**src/rtl/acca_seq_ctrl.sv**
```systemverilog
// ---------------------------------------------------------------------------
// acca_seq_ctrl
//
// Sequences an 8x8 unsigned multiply through one shared external 4x4
// (possibly approximate) multiplier. A captured operand pair is split into
// nibbles, and the four partial products LL, LH, HL, HH are requested one per
// cycle and accumulated, with weights 1, 16, 16 and 256, into a 16-bit
// accumulator that wraps modulo 2^16. The result is held with a
// valid/ready handshake until it is consumed.
//
// Optional feature (compile-time macro):
//   ACCA_SKIP_ZERO_EN - a partial whose nibble operand A or B is zero is not
//                       visited at all. Its contribution is zero, and nib_p
//                       is never sampled for it.
//
// Ports:
//   clk        in   1   sole clock, rising edge
//   rst        in   1   asynchronous reset, active-high
//   in_valid   in   1   operand pair offered
//   in_ready   out  1   controller is idle and accepts operands
//   a, b       in   8   multiplicand / multiplier, captured on accept
//   nib_a      out  4   nibble operand A for the external 4x4 unit
//   nib_b      out  4   nibble operand B for the external 4x4 unit
//   nib_sel    out  2   partial index (0=LL, 1=LH, 2=HL, 3=HH)
//   nib_p      in   8   same-cycle product from the external 4x4 unit
//   out_valid  out  1   result available
//   out_ready  in   1   consumer accepts the result
//   prod       out  16  accumulated product (zero outside DONE)
//   busy       out  1   controller is in any state other than IDLE
// ---------------------------------------------------------------------------
module acca_seq_ctrl (
    input  logic        clk,
    input  logic        rst,
    input  logic        in_valid,
    output logic        in_ready,
    input  logic [7:0]  a,
    input  logic [7:0]  b,
    output logic [3:0]  nib_a,
    output logic [3:0]  nib_b,
    output logic [1:0]  nib_sel,
    input  logic [7:0]  nib_p,
    output logic        out_valid,
    input  logic        out_ready,
    output logic [15:0] prod,
    output logic        busy
);

    // The nibble states are encoded as partial index + 1. The state after
    // nibble state S therefore starts its search at index S.
    typedef enum logic [2:0] {
        S_IDLE = 3'd0,
        S_LL   = 3'd1,
        S_LH   = 3'd2,
        S_HL   = 3'd3,
        S_HH   = 3'd4,
        S_DONE = 3'd5
    } state_t;

    state_t      state_q, state_d;
    logic [7:0]  a_q, a_d;
    logic [7:0]  b_q, b_d;
    logic [15:0] acc_q, acc_d;
    logic        nib_state;

`ifdef ACCA_SKIP_ZERO_EN
    // Returns the first partial with index >= start whose two nibbles are
    // both non-zero. Returns DONE when no such partial remains. The loop
    // runs downward, so the lowest qualifying index is the one kept.
    function automatic state_t first_active(input logic [2:0] start,
                                            input logic [7:0] op_a,
                                            input logic [7:0] op_b);
        state_t     r;
        logic [3:0] na;
        logic [3:0] nb;
        r = S_DONE;
        for (int i = 3; i >= 0; i--) begin
            na = i[1] ? op_a[7:4] : op_a[3:0];
            nb = i[0] ? op_b[7:4] : op_b[3:0];
            if (i >= int'(start) && na != 4'h0 && nb != 4'h0) begin
                r = state_t'(3'(i + 1));
            end
        end
        return r;
    endfunction
`endif

    assign nib_state = (state_q == S_LL) || (state_q == S_LH) ||
                       (state_q == S_HL) || (state_q == S_HH);

    // State register and captured operands / accumulator
    always_ff @(posedge clk or posedge rst) begin
        if (rst) begin
            state_q <= S_IDLE;
            a_q     <= 8'h00;
            b_q     <= 8'h00;
            acc_q   <= 16'h0000;
        end else begin
            state_q <= state_d;
            a_q     <= a_d;
            b_q     <= b_d;
            acc_q   <= acc_d;
        end
    end

    // Next-state logic
    always_comb begin
        state_d = state_q;
        case (state_q)
            S_IDLE: begin
                if (in_valid) begin
`ifdef ACCA_SKIP_ZERO_EN
                    // Decided from the incoming pair because it is only
                    // registered on this same edge.
                    state_d = first_active(3'd0, a, b);
`else
                    state_d = S_LL;
`endif
                end
            end
            S_LL, S_LH, S_HL: begin
`ifdef ACCA_SKIP_ZERO_EN
                state_d = first_active(state_q, a_q, b_q);
`else
                state_d = state_t'(state_q + 3'd1);
`endif
            end
            S_HH:    state_d = S_DONE;
            S_DONE:  if (out_ready) state_d = S_IDLE;
            default: state_d = S_IDLE;
        endcase
    end

    // Operand capture and accumulation. nib_p only matters in nibble states.
    always_comb begin
        a_d   = a_q;
        b_d   = b_q;
        acc_d = acc_q;
        if (state_q == S_IDLE && in_valid) begin
            a_d   = a;
            b_d   = b;
            acc_d = 16'h0000;
        end else if (nib_state) begin
            case (state_q)
                S_LL:       acc_d = acc_q + {8'h00, nib_p};
                S_LH, S_HL: acc_d = acc_q + {4'h0, nib_p, 4'h0};
                default:    acc_d = acc_q + {nib_p, 8'h00};
            endcase
        end
    end

    // Output decode
    always_comb begin
        in_ready  = (state_q == S_IDLE);
        busy      = (state_q != S_IDLE);
        out_valid = (state_q == S_DONE);
        prod      = (state_q == S_DONE) ? acc_q : 16'h0000;
        nib_a     = 4'h0;
        nib_b     = 4'h0;
        nib_sel   = 2'd0;
        if (nib_state) begin
            nib_sel = 2'(state_q - 3'd1);
            nib_a   = nib_sel[1] ? a_q[7:4] : a_q[3:0];
            nib_b   = nib_sel[0] ? b_q[7:4] : b_q[3:0];
        end
    end

endmodule

```
**config.mk**
```make
export PLATFORM = sky130hd
export DESIGN_NAME = acca_seq_ctrl
export DESIGN_NICKNAME = d
export VERILOG_FILES = /design/src/rtl/acca_seq_ctrl.sv
export SDC_FILE = /design/constraint.sdc
export NUM_CORES = 1
export LEC_CHECK = 0
export CAP_MARGIN = 40
export CORE_MARGIN = 3
export CORE_UTILIZATION = 45
export CTS_CLUSTER_DIAMETER = 200
export DETAILED_ROUTE_END_ITERATION = 10
export GPL_TIMING_DRIVEN = 0
export PLACE_DENSITY = 0.7
export SYNTH_ARGS = -nofsm -noshare
export SYNTH_HDL_FRONTEND = slang
export SYNTH_SLANG_ARGS = --single-unit
export TNS_END_PERCENT = 20
```
**constraint.sdc**
```tcl
create_clock -name clk -period 5.6 [get_ports clk]
set_input_delay 1.12 -clock clk [delete_from_list [all_inputs] [get_ports clk]]
set_output_delay 1.12 -clock clk [all_outputs]
set_load 0.05 [all_outputs]
```
=== Word-level counts from Yosys, hierarchy flattened ===
Cells that the tools add are included.

* Memories kept: 0
* Bits in writable memories: 0
* Bits in latches: 0
* Input port bits: 28
* Output and inout bits: 29
* Logic and storage cells: 38
* Bits in read-only memories: 0
* Register bits: 35

* Mux-type cells: 12
* Eq/ne operators: 7
* Reductions and logical operators: 10
* Shift-type cells: 0
* Multiply operators: 0
* Bitwise operators: 0
* Order comparisons: 0
* Div/mod/pow operators: 0
* Add/sub/neg operators: 5

{| class="wikitable"
|+ Operators by type and width
! cell !! count
|-
| $mux 16 || 3
|-
| $pmux 16 s2 || 1
|-
| $add 16x12->16 || 1
|-
| $add 16x16->16 || 1
|-
| $add 16x8->16 || 1
|-
| $mux 4 || 4
|-
| $pmux 3 s4 || 1
|-
| $eq 3x2->1 const B || 2
|-
| $eq 3x3->1 const B || 2
|-
| $mux 3 || 2
|-
| $add 3x1->3 const B || 1
|-
| $eq 3x1->1 const B || 1
|-
| $logic_not 3->1 || 1
|-
| $logic_or 1x1->1 || 3
|-
| $reduce_bool 3->1 || 1
|-
| $reduce_or 3->1 || 1
|-
| $mux 2 || 1
|-
| $ne 2x1->1 const B || 1
|-
| $ne 2x2->1 const B || 1
|-
| $reduce_and 2->1 || 1
|-
| $reduce_bool 2->1 || 1
|-
| $reduce_or 2->1 || 1
|-
| $sub 2x1->2 const B || 1
|-
| $logic_and 1x1->1 || 1
|}

=== Logic depth before layout (Yosys ltp) ===
* Depth after elaboration: 6
* Mapped depth: 10
* Depth with buffers taken out: 9

=== Worst setup path after synthesis ===
Ideal clock, no wire load.

* Path type: register to output
* From: reg state_q[0]
* To: out nib_a[0]
* Data arrival time: 2.250 ns
* Buffers on the path: 3
* Cell stages (with the launch flop): 9
* Data required time: 4.480 ns
* Path slack: 2.230 ns
* Path through: dfrtp_1 clkbuf_1 inv_1 ha_1 nor2_1 o21ba_2 clkbuf_8 clkbuf_1 nor2_1

* Cells in the longest elaborated chain, start to end: 5
* Elaborated cells on any way between the ends: 10
* Classes of those cells: 1 x add/sub; 4 x eq/ne; 2 x mux; 3 x reduce/logical

{| class="wikitable"
|+ RTL lines
! what !! line !! RTL
|-
| start, declared || 59 || <nowiki>state_t state_q, state_d;</nowiki>
|-
| start signal, assigned || 98 || <nowiki>state_q <= state_d;</nowiki>
|-
| branches (longest 4 deep; another with $sub 2x1->2) || - ||
|-
| $mux 4 * || 160 || <nowiki>if (nib_state) begin</nowiki>
|-
| end, declared || 38 || <nowiki>output logic [3:0] nib_a,</nowiki>
|}

Every way passes the cells marked *.

=== Worst setup path after layout ===
* From: reg state_q[0]
* To: out nib_b[0]

* Cells in the longest elaborated chain, start to end: 5
* Elaborated cells on any way between the ends: 10
* Classes of those cells: 1 x add/sub; 4 x eq/ne; 2 x mux; 3 x reduce/logical

{| class="wikitable"
|+ RTL lines
! what !! line !! RTL
|-
| branches (longest 4 deep; another with $sub 2x1->2) || - ||
|-
| $mux 4 * || 160 ||
|-
| end, declared || 39 || <nowiki>output logic [3:0] nib_b,</nowiki>
|}

Marks and branches as above.

==> impl_metrics.toml <==
[run_status]
outcome = "complete, no violations"

[power_and_ir_drop]
p_per_area_mw_per_mm2 = 654
p_total_uw = 2530
p_leak_uw = 0.00179
peakVddDrop_v = 0.000306

[final_layout]
num_antenna_cells = 0
nFillCells = 613
multiInputGateArea_sq_mm = 0.00209
layout.nets = 494
seq_area_sq_um = 876
drive_gt1_share_pct = 7.11
design_area_sq_mm = 0.00388
area_growth_pct = 24.8

[setup_path]
start_kind = "register"
crit_path_max_fanout = 10
reg2reg_from = "acc_q[0]"
critPathArrivalTime_ns = 3.28
path_class = "register to output port"
r2r_slack_ns = 2.96
endpoint_kind = "output port"
reg2reg_to = "acc_q[14]"
cp.required_ns = 4.48
reg2reg_depth = 8

[global_routing]
grt_pass1_vias = 3048
grt_max_degree = 36
grtUsageTotal_pct = 24.6
grt_first_pass_wirelength_mm = 15.1
antenna_found_initial = 0
overflow = 0

[clock_network]
clockBufferDepth = 2
htree_levels = 2
cts.repair.resized = 0
clock-root-buffer = "clkbuf_8"
cts_made_buffers = 5
clk_pin_slew_worst_paths_ns = 0.08
clock_latency_ns = 0.30
ctsHoldBuffers = 0
cts_tree = "built"
cts.sinks = 35
post_cts.repair.setup_buffers = 0

[synth]
yosysTopAreaCell = "dfrtp_1"
syn_area_sq_mm = 0.00311
yosysSeqAreaShare_pct = 28.2
synth_edf_count = 0
synth.most_common_cell = "nand2_1"
synth_warnings = 0
async_flop_share_pct = 100
ys.flop_type = "dfrtp_1"
syn_inst = 372
synth_top_area_share_pct = 28.2
ys_top_cells_by_area = "dfrtp_1 28%, ha_1 11%, nand2_1 8.1%, and3_1 4.2%, xnor2_1 3.7%"
ys_ff_latch = 35
syn_avg_cell_area_sq_um = 8.35
synth.distinct_cells = 64
syn_nets = 431
synth_common_cells = "67 x nand2_1, 35 x dfrtp_1, 28 x ha_1, 27 x nor2_1, 22 x a21oi_1"

[floorplanning]
core_sq_mm = 0.00653
die_h_um = 89.1
start_util_pct = 47.6
io_pins = 57
dieArea_sq_mm = 0.00794
die_w_um = 89.1
placementRows = 29

[placement]
io_buffers = 56
hpwlAfterDp_mm = 7.03
globalplace.congestion = 1.02
pre_cts_ws_ns = 1.52
place_area_sq_mm = 0.00376

[worst_hold_path]
min_path_cells = 2
hold_start = "b_q[2]"
hold_path_class = "register to register"
whs_endpoint = "b_q[2]"

[detailed_routing]
wl_per_cell_um = 18.3
drt_iter0_drc = 375
vias = 3145
postRouteAntennaNets = 0
drc = 0
avgViaCountPerCell = 6.13
wl_mm = 9.37
first_pass_iters = 5

[flow_run]
maxCapViolCount = 0

[timing]
drv_slew = 0
tightest_slew_ns = 0.794
finalWorstSetupSlack_ns = 1.20
period_share_pct = 78.6
finClkSkew_ns = 0.00985
hold_slack_ns = 0.481
relSlewSlack_pct = 47.0
setup_tns_ns = 0
rsz0062_at_grt = "false"
clock.fmax_mhz = 227
setup_viol = 0
period_minus_slack_ns = 4.40
hold_viol_final = 0
[per-stage QoR]
stage	std cells	util [%]
2_1_floorplan	372	-
3_5_place_dp	505	57.6
3_3_place_gp	505	57.6
5_1_grt	513	59.3
6_report	513	59.3
4_1_cts	513	59.3
[worst max-delay path, stage by stage, from the launching register on]
cell             delay, ns
dfrtp_1               0.39
clkbuf_1              0.37
inv_1                 0.15
ha_1                  0.27
nor3_1                0.24
o21ba_2               0.17
clkbuf_8              0.16
clkbuf_1              0.40
nor2_1                0.12
clkdlybuf4s50_1       0.72
[cell usage in the layout (no fill, tap or decap), types with 7 or more instances in the layout]
cell and instances:
nand2_1 67, o21ai_0 13, nor2_1 27, clkbuf_1 9, ha_1 28, and3_1 21
a21oi_1 22, inv_1 11, mux2i_1 9, xnor2_1 13, clkdlybuf4s50_1 56, clkbuf_8 7
dfrtp_1 35
[kinds of logic after synthesis]
kind of cell,count (synthesis),synth area share (%)
AO/OA/AOI/OAI,101,24.1
XOR/XNOR,17,4.79
adder cells (fa/ha/maj),31,13.2
buffers and inverters,31,4.67
flip-flops,35,28.2
multiplexers,9,2.90
AND/OR/NAND/NOR,148,22.2
[routing by layer]
metal  share of wire (%)  GRT usage [%]
met1                  45           35.3
met2                  47           38.2
met3                 7.2           4.33
met4                 1.8           6.63
met5                   0              0
[power by group]
part           total [uW]  internal (uW)  switching [uW]  leakage [uW]
Clock                 238            133             105     0.0000581
Sequential            499            373             127      0.000439
Combinational        1800            689            1110       0.00130
[how the worst max path moves through the flow]
stage,startpoint,depth (start not counted),to,slack (ns)
floorplan,state_q[0],8,nib_a[0],2.23
global placement,state_q[0],9,nib_b[0],1.55
detailed placement,state_q[0],9,nib_b[1],1.52
CTS,state_q[0],9,nib_b[1],1.19
global route,state_q[0],9,nib_b[0],0.88
finish,state_q[0],9,nib_b[0],1.20
[registers in the layout, indices dropped and copies added, names as in the netlist]
| name | flops |
|---|---|
| a_q | 8 |
| state_q | 3 |
| acc_q | 16 |
| b_q | 8 |
[layout make-up]
class	instances	area share [%]
multi-input cells	306	53.8
flip-flops and latches	35	22.6
clock buffers	5	1.78
plain buffers	18	2.49
inverters	13	1.26
repair buffers	56	14.5
clock inverters	3	1.13
well taps	77	2.49
Power figures use the tool's default switching activity.
==> RTL change (config.mk and constraints unchanged) <==
Build with the macro `ACCA_SKIP_ZERO_EN` defined.
--- a/src/rtl/acca_seq_ctrl.sv
+++ b/src/rtl/acca_seq_ctrl.sv
@@ -29,4 +29,6 @@
 //   busy       out  1   controller is in any state other than IDLE
 // ---------------------------------------------------------------------------
+`define ACCA_SKIP_ZERO_EN
+
 module acca_seq_ctrl (
     input  logic        clk,
Formal check against the unedited RTL: not equivalent (a bounded check fails within 4 cycles, from zero or initial values and one cycle with rst high).
==> RTL change against the unedited design <==
  * Clock skew about the same
  * Routed wire length decreased by 2.7%
  * Total power up 8.3%
  * Cell area rose by 2.3%
  * Setup slack gained 440 ps
  * Area after synthesis is 2.5% higher
  * Sequential cell count is the same
  * Sequential power increased by 7.8%
  * Cell count up 2.1%
  * Critical path type unchanged
  * Highest routed layer unchanged
==> RTL change: results (changes against the unedited design) <==
STATUS
----------------------------------------------------------------------------------
Outcome                                                               finished, final reports clean

LOGIC SYNTHESIS
----------------------------------------------------------------------------------
Cell count after synthesis                                                     364   -2.2%
Number of nets in the synthesized netlist                                      421   -2.3%
Sequential share of the synthesized area                                     0.275   -0.00676
Multiplexer area fraction after synthesis                                   0.0884   +0.0594
Compound-gate portion of the synthesized area                                0.253   +0.0123
Xor-xnor portion of the synthesized cell area                               0.0550   +0.00711
Biggest area contributors in the synthesized netlist                  dfrtp_1, ha_1, mux2_2
Main flop type after synthesis                                             dfrtp_1
Count of unique library cells instantiated by Yosys                             58   -9.4%
Area share of fa/ha/maj cells after synthesis                                0.121   -0.0110
Most numerous cell types in the synthesized netlist                   nor2_1, dfrtp_1, a21oi_1, ha_1, o21ai_0

MIN PATH
----------------------------------------------------------------------------------
Worst min path class                                                    reg -> reg

DRT
----------------------------------------------------------------------------------
Wire length the detailed router placed on met1                             3.98 mm   -4.6%
Initial DRC count                                                              228   -39%
Avg WL per Cell                                                            17.4 µm   -4.8%
Max Used Layer                                                                met4
Total met2 wirelength after detailed routing                               4.29 mm   -1.5%
Detailed route wirelength on metal3                                         637 µm   -5.2%
Routed vias                                                                   3164   +0.60%

CLOCKING
----------------------------------------------------------------------------------
H-tree depth                                                                     2   unchanged
Insertion delay of the later-clocked pin in the worst-skew pair             290 ps
Maximum root-to-sink buffer count                                                2   unchanged
Resize count post-CTS                                                            0   unchanged

STA
----------------------------------------------------------------------------------
Slew at the pin with the worst max-slew slack                               764 ps   -29.4 ps
Max Clock Skew                                                             9.74 ps   -0.113 ps

DIE
----------------------------------------------------------------------------------
Die width                                                                  90.1 µm   +1.1%

GLOBAL ROUTING
----------------------------------------------------------------------------------
First-pass GRT wire length                                                 15.0 mm   -0.68%
Vias in the first global route                                                2971   -2.5%
Largest net degree at the start of global routing                               36   unchanged
GRT Total Usage                                                              0.225   -0.0213

CELLS AND AREA
----------------------------------------------------------------------------------
Final Non-Filler Cells                                                         524   +2.1%
Share of final-layout standard cells stronger than drive strength 1         0.0958   +0.0247
Filler instances                                                               648   +5.7%
Largest registers                                                     acc_q (16), a_q (8), b_q (8)
Number of inserted diodes                                                        0   unchanged
Number of nets in the finished design                                          484   -2.0%

PLACE
----------------------------------------------------------------------------------
Placed wire-length estimate after detailed placement                       7.04 mm   +0.15%
Placed insts                                                                   516   +2.2%
Worst slack at placement                                                   1890 ps   +363 ps
Final GP Congestion                                                          0.872   -14%

POWER
----------------------------------------------------------------------------------
Leak pwr                                                                   1.73 nW   -3.7%
Cell-internal power                                                        1.28 mW   +6.7%
VDD IR max                                                                  603 µV   +97%

WORST SETUP PATH
----------------------------------------------------------------------------------
Largest stage delay, worst path                                             800 ps   +80 ps
Critical path fanouts, max                                                      10   unchanged
Crit path arrival time                                                     2840 ps   -440 ps

## RTL change: logic make-up (layout without fill, tap and decap cells)
group | Yosys count | count (layout)
AO/OA/AOI/OAI | 117 | 117
AND/OR/NAND/NOR | 113 | 113
flip-flops | 35 | 35
adder cells (fa/ha/maj) | 29 | 29
multiplexers | 26 | 26
buffers and inverters | 24 | 88
XOR/XNOR | 20 | 20
## RTL change: area by class of cell
type,count,area share
clock buffer,8,0.0253
sequential,35,0.221
multi-input combinational,305,0.556
timing repair buffer,56,0.141
inverter,10,0.00947
tap,96,0.0303
buffer,14,0.0164
## RTL change: worst paths after layout
kind | start | end | slack, ps | cells past startpoint
setup reg to reg | acc_q[8]$_DFFE_PP0P_ | acc_q[14]$_DFFE_PP0P_ | 3160 | 8
setup / recovery | state_q[2]$_DFFE_PP0P_ | prod[11] | 1640 | 5
max in group asynchronous | rst | acc_q[3]$_DFFE_PP0P_ | 3840 | 2
min in group asynchronous | rst | acc_q[10]$_DFFE_PP0P_ | 1290 | 2
hold / removal | b_q[0]$_DFFE_PP0P_ | b_q[0]$_DFFE_PP0P_ | 540 | 1
hold reg to reg | b_q[0]$_DFFE_PP0P_ | b_q[0]$_DFFE_PP0P_ | 540 | 1
## RTL change: per-layer routing
metal / global-route usage / vias to the layer above
met5: 0 / -
li1: - / 1511
met1: 0.293 / 1505
met2: 0.368 / 131
met3: 0.0494 / 17
met4: 0.0765 / 0
## RTL change: per-stage QoR
| step | hold WS [ps] | power (mW) | utilization | area [µm²] |
|---|---|---|---|---|
| after global placement | 518 | 2.48 | 0.566 | 3860 |
| after detailed placement | 525 | 2.51 | 0.566 | 3860 |
| after global routing | 566 | 2.97 | 0.580 | 3960 |
| final | 541 | 2.75 | 0.580 | 3960 |
| after floorplan | 494 | 1.98 | - | 3180 |
| after CTS | 541 | 2.73 | 0.580 | 3960 |
## RTL change: critical path, delay by kind of cell, from the launching register on
kind                   cells  cell delay [ps]
buffers and inverters      4             1850
flip-flops                 1              450
AND/OR/NAND/NOR            1              250
## RTL change: power groups by stage
stage	sequential [mW]	combinational, mW	clock [mW]
3_5_place_dp	0.540	1.97	0
3_3_place_gp	0.533	1.95	0
6_report	0.538	2.00	0.206
4_1_cts	0.534	1.99	0.210
2_1_floorplan	0.488	1.49	0
5_1_grt	0.559	2.19	0.222
